==> src/rtl/mmio_pkg.sv <==
// Shared constants for the MMIO transmit port: register offsets and STATUS bit layout.
package mmio_pkg;

   localparam logic [1:0] REG_TX_DATA = 2'd0;
   localparam logic [1:0] REG_STATUS  = 2'd1;
   localparam logic [1:0] REG_TIMER   = 2'd2;
   localparam logic [1:0] REG_COMPARE = 2'd3;

   // Read-side STATUS positions; count occupies [4:0], bit 5 reads as zero.
   localparam int unsigned STAT_EMPTY_BIT = 6;
   localparam int unsigned STAT_FULL_BIT  = 7;
   localparam int unsigned STAT_OVF_BIT   = 8;
   localparam int unsigned STAT_MATCH_BIT = 9;

   // Write-side clear strobes sit one bit above their read positions.
   localparam int unsigned CLR_OVF_BIT   = 9;
   localparam int unsigned CLR_MATCH_BIT = 10;

   function automatic logic [31:0] status_word(input logic match, input logic overflow,
                                               input logic full, input logic empty,
                                               input logic [4:0] count);
      logic [31:0] w_s;
      w_s                 = '0;
      w_s[4:0]            = count;
      w_s[STAT_EMPTY_BIT] = empty;
      w_s[STAT_FULL_BIT]  = full;
      w_s[STAT_OVF_BIT]   = overflow;
      w_s[STAT_MATCH_BIT] = match;
      return w_s;
   endfunction

endpackage

==> src/rtl/sync_fifo.sv <==
// Single-clock FIFO with occupancy count; a push into a full FIFO is accepted only
// when a pop happens in the same cycle. Head reads as zero while empty.
module sync_fifo #(
   parameter int unsigned WIDTH = 8,
   parameter int unsigned DEPTH = 8,
   localparam int unsigned AW = $clog2(DEPTH),
   localparam int unsigned CW = AW + 1
) (
   input  logic             clk,
   input  logic             reset,
   input  logic             push,
   input  logic             pop,
   input  logic [WIDTH-1:0] wr_data,
   output logic [WIDTH-1:0] rd_data,
   output logic             full,
   output logic             empty,
   output logic [CW-1:0]    count
);

   logic [WIDTH-1:0] r_mem [DEPTH];
   logic [AW-1:0]    r_wr_ptr;
   logic [AW-1:0]    r_rd_ptr;
   logic [CW-1:0]    r_count;
   logic             w_push;
   logic             w_pop;

   assign full    = (r_count == CW'(DEPTH));
   assign empty   = (r_count == '0);
   assign count   = r_count;
   assign w_pop   = pop && !empty;
   assign w_push  = push && (!full || w_pop);
   assign rd_data = empty ? '0 : r_mem[r_rd_ptr];

   // Pointers are AW bits wide, so DEPTH being a power of two gives the wrap for free.
   always_ff @(posedge clk) begin
      if (reset) begin
         r_wr_ptr <= '0;
         r_rd_ptr <= '0;
         r_count  <= '0;
      end else begin
         if (w_push) r_wr_ptr <= r_wr_ptr + 1'b1;
         if (w_pop)  r_rd_ptr <= r_rd_ptr + 1'b1;
         r_count <= r_count + CW'(w_push) - CW'(w_pop);
      end
   end

   always_ff @(posedge clk) begin
      if (!reset && w_push) r_mem[r_wr_ptr] <= wr_data;
   end

endmodule

==> src/rtl/mmio_tx_port.sv <==
// Memory-mapped byte transmit port: TX FIFO, STATUS flags, free-running TIMER and
// COMPARE with a sticky match flag, all in one 16-byte register window.
module mmio_tx_port
   import mmio_pkg::*;
#(
   parameter logic [31:0] BASE_ADDR  = 32'h0000_1000,
   parameter int unsigned FIFO_DEPTH = 8
) (
   input  logic        clk,
   input  logic        reset,
   input  logic        clk_enable,
   input  logic [31:0] addr,
   input  logic [31:0] write_data,
   input  logic        write_enable,
   output logic [31:0] read_data,
   output logic        hit,
   output logic        tx_valid,
   output logic [7:0]  tx_data,
   input  logic        tx_ready
);

   localparam int unsigned CW = $clog2(FIFO_DEPTH) + 1;

   logic          w_hit;
   logic [1:0]    w_offset;
   logic          w_wr;
   logic          w_push;
   logic          w_pop;
   logic          w_full;
   logic          w_empty;
   logic [CW-1:0] w_count;
   logic [7:0]    w_head;
   logic          w_unused_addr;
   logic          w_ovf_set;
   logic          w_match_set;
   logic [31:0]   r_timer;
   logic [31:0]   r_compare;
   logic          r_overflow;
   logic          r_match;

   assign w_hit         = (addr[31:4] == BASE_ADDR[31:4]);
   assign w_offset      = addr[3:2];
   assign w_unused_addr = ^addr[1:0];
   assign w_wr          = write_enable && clk_enable && w_hit;
   assign w_push        = w_wr && (w_offset == REG_TX_DATA);
   assign w_pop         = tx_valid && tx_ready;
   assign w_ovf_set     = w_push && w_full && !w_pop;
   assign w_match_set   = clk_enable && (r_timer == r_compare);

   assign hit      = w_hit;
   assign tx_valid = !w_empty;
   assign tx_data  = w_head;

   sync_fifo #(
      .WIDTH(8),
      .DEPTH(FIFO_DEPTH)
   ) u_fifo (
      .clk    (clk),
      .reset  (reset),
      .push   (w_push),
      .pop    (w_pop),
      .wr_data(write_data[7:0]),
      .rd_data(w_head),
      .full   (w_full),
      .empty  (w_empty),
      .count  (w_count)
   );

   // A match set in the same cycle as a STATUS clear wins.
   always_ff @(posedge clk) begin
      if (reset) begin
         r_timer    <= '0;
         r_compare  <= '0;
         r_overflow <= 1'b0;
         r_match    <= 1'b0;
      end else begin
         if (w_ovf_set) begin
            r_overflow <= 1'b1;
         end else if (w_wr && (w_offset == REG_STATUS) && write_data[CLR_OVF_BIT]) begin
            r_overflow <= 1'b0;
         end
         if (w_match_set) begin
            r_match <= 1'b1;
         end else if (w_wr && (w_offset == REG_STATUS) && write_data[CLR_MATCH_BIT]) begin
            r_match <= 1'b0;
         end
         if (w_wr && (w_offset == REG_TIMER)) begin
            r_timer <= write_data;
         end else if (clk_enable) begin
            r_timer <= r_timer + 32'd1;
         end
         if (w_wr && (w_offset == REG_COMPARE)) r_compare <= write_data;
      end
   end

   always_comb begin
      read_data = '0;
      if (w_hit) begin
         unique case (w_offset)
            REG_TX_DATA: read_data = {24'b0, w_head};
            REG_STATUS:  read_data = status_word(r_match, r_overflow, w_full, w_empty,
                                                 5'(w_count));
            REG_TIMER:   read_data = r_timer;
            REG_COMPARE: read_data = r_compare;
            default:     read_data = '0;
         endcase
      end
   end

endmodule

==> config.mk <==
export PLATFORM = sky130hd
export DESIGN_NAME = mmio_tx_port
export DESIGN_NICKNAME = d
export VERILOG_FILES = /design/src/rtl/mmio_pkg.sv /design/src/rtl/sync_fifo.sv /design/src/rtl/mmio_tx_port.sv
export SDC_FILE = /design/constraint.sdc
export NUM_CORES = 1
export LEC_CHECK = 0
export BUFFER_PORTS_ARGS = -buffer_cell sky130_fd_sc_hd__clkbuf_2
export CORE_ASPECT_RATIO = 0.75
export CORE_MARGIN = 2
export CORE_UTILIZATION = 62
export CTS_BUF_LIST = sky130_fd_sc_hd__clkbuf_16
export CTS_CLUSTER_DIAMETER = 50
export DETAILED_ROUTE_END_ITERATION = 6
export PLACE_DENSITY = 0.85
export SETUP_SLACK_MARGIN = 0.1
export SLEW_MARGIN = 20
export SYNTH_ARGS = -nofsm -noshare
export SYNTH_HDL_FRONTEND = slang
export SYNTH_HIERARCHICAL = 1
export SYNTH_SLANG_ARGS = --single-unit
export TNS_END_PERCENT = 50
==> constraint.sdc <==
create_clock -name clk -period 11.5 [get_ports clk]
set_clock_uncertainty 0.2 [all_clocks]
set_input_delay 2.3 -clock clk [delete_from_list [all_inputs] [get_ports clk]]
set_output_delay 2.3 -clock clk [all_outputs]
set_load 0.02 [all_outputs]
==> results.tsv <==
metric	value	unit
status	complete, no violations	
clk_lat worst skew	0.43	ns
std cell rows	35	
worst reg-to-reg setup slack	8.07	ns
Worst EP arrival	5.18	ns
Hold-fix buffers, CTS	0	
Worst-path clk slew	0.06	ns
Setup crit end kind	output pin	
pre-CTS WS	3.957	ns
min Tclk post-route	7.685	ns
Post-synth ARST share	0	
port buffer count	108	
most frequent cells in the layout	clkbuf_2, nand2_1, dfxtp_1, edfxtp_1, nor2_1	
post-synthesis register bit count	143	
HPWL Detailed	14480	µm
boundary pin count	111	
post-synth cell types	71	
die height	100.5	µm
Bufs on Longest Clock Path	2	
Cells after DPL	993	
Final Non-Filler Cells	1025	
leak pwr	3.230	nW
critical path type	in2out	
# diodes	0	
vias in the first global route	6283	
top post-synthesis cells by area	edfxtp_1, dfxtp_1, mux4_2	
final RePlAce weighted congestion	0.8985	
Syn Inst Count	773	
first-pass GRT wire length	34170	µm
All-Layer GR Usage	0.3327	
CTS tree	yes	
Total Neg Setup Slack	0	ns
share of cells above drive strength 1	0.2247	
Vias/cell	6.632	
die footprint	0.01332	mm²
Final WS setup	3.815	ns
Syn Area/Cell	9.950	µm²
Initial Util	0.6318	
Setup Fix Bufs, Post-CTS	0	
Clock Sinks	143	
Fmax	130.1	MHz
Worst slew margin	0.2461	
Startpoint Class	input pin	
global route overflow	0	
P&R area growth vs syn	13.81	%
syn_nets	852	
final hold violations	0	
most common flop cell mapped by yosys	dfxtp_1	
Worst Hold Class	reg2reg	
Detailed Routing Iterations Pass 1	7	
VDD IR max	0.1276	mV
pwr dens	155.7	mW/mm²
max cap viols	0	
via count	6798	
Pins Over Slew Limit	0	
largest area contributor in the netlist	edfxtp_1	
maximum number of pins on one net before global-route repair	85	
R2R depth	13	
EDFF count, synth	64	
core area	0.01217	mm²
Area after DPL	0.008192	mm²
post-synthesis cell area	0.007691	mm²
Hold Crit Depth	2	
Clock Tree Root	clkbuf_16	
Nets	925	
post-DR wirelength/cell	21.32	µm
H-Tree Level Count	4	
Worst Tran Pin Value	1.131	ns
unrepaired setup endpoints after global routing	no	
leading cell type in the layout, fill and taps excluded	clkbuf_2	
hold slack	0.2780	ns
Antenna Nets Post-Route	0	
final WL	21850	µm
Yosys top cell area share	0.2499	
Ys Warns	6	
worst path required time	9.00	ns
critical path fanouts, max	22	
initial DRC count	1029	
cts bufs inserted	17	
Final Instance Area	0.008753	mm²
initial antenna violation count	0	
die width	132.6	µm
Seq/Total Area, Yosys	0.4555	
post_cts resized	0	
final setup violation count	0	
final period utilization	0.6682	
DR DRC count	0	
[metrics by stage]
| step | utilization | power (mW) |
|---|---|---|
| finish | 0.7190 | 1.363 |
| floorplan | - | 0.7610 |
| CTS | 0.7189 | 1.361 |
| global route | 0.7190 | 1.410 |
| detailed placement | 0.6729 | 0.8410 |
| global placement | 0.6729 | 0.8272 |
[worst paths after layout]
path                        start               to
setup reg to reg  u_fifo/count[2]  u_fifo/count[3]
hold / removal      r_compare[11]    r_compare[11]
hold reg to reg     r_compare[11]    r_compare[11]
setup / recovery          addr[6]    read_data[11]
[metal layers]
layer,global-route usage,share of wire
met5,0,0
met4,0.1381,0.038
met3,0.07541,0.12
met2,0.5086,0.44
met1,0.4634,0.40
[worst max-delay path, cell delays in order]
cell and delay [ns]:
clkbuf_2 0.08, nor4_1 0.31, and4_1 0.72, nand2_1 0.44
inv_1 0.32, nand2_1 0.51, nor2_1 0.29, clkbuf_2 0.20
[power breakdown]
group / switching (mW) / leakage, nW / internal, mW
Sequential: 0.0280 / 1.21 / 0.541
Combinational: 0.151 / 1.75 / 0.114
Clock: 0.229 / 0.270 / 0.299
[state kept, by name, indices dropped and copies added (netlist names), named ones only]
register,flops
r_match,1
u_fifo/count,4
u_fifo/r_wr_ptr,3
r_timer,32
r_overflow,1
u_fifo/r_mem,64
u_fifo/r_rd_ptr,3
r_compare,32
[cell families (layout without fill, tap and decap cells)]
kind of cell / Yosys count / after routing / synth area share
AND/OR/NAND/NOR: 294 / 294 / 0.1938
buffers and inverters: 93 / 179 / 0.05759
flip-flops: 143 / 143 / 0.4555
AO/OA/AOI/OAI: 139 / 139 / 0.1220
adder cells (fa/ha/maj): 10 / 10 / 0.01724
multiplexers: 61 / 61 / 0.1163
XOR/XNOR: 33 / 33 / 0.03758
[synthesized netlist by cell type (21+ instances only)]
cell type   n
dfxtp_1    79
inv_1      24
nand2_1    99
mux4_2     21
a31oi_1    21
clkbuf_1   27
nand3_1    23
nor2_1     57
edfxtp_1   64
mux2i_1    35
a21oi_1    46
[cell type report]
cell class,instances,area (µm²)
clock buffers,17,425.4
clock inverters,15,135.1
fillers,891,3421
inverters,26,97.59
multi-input cells,537,3745
flip-flops and latches,143,3505
well taps,166,207.7
repair buffers,121,638.1
Power figures use the tool's default switching activity.
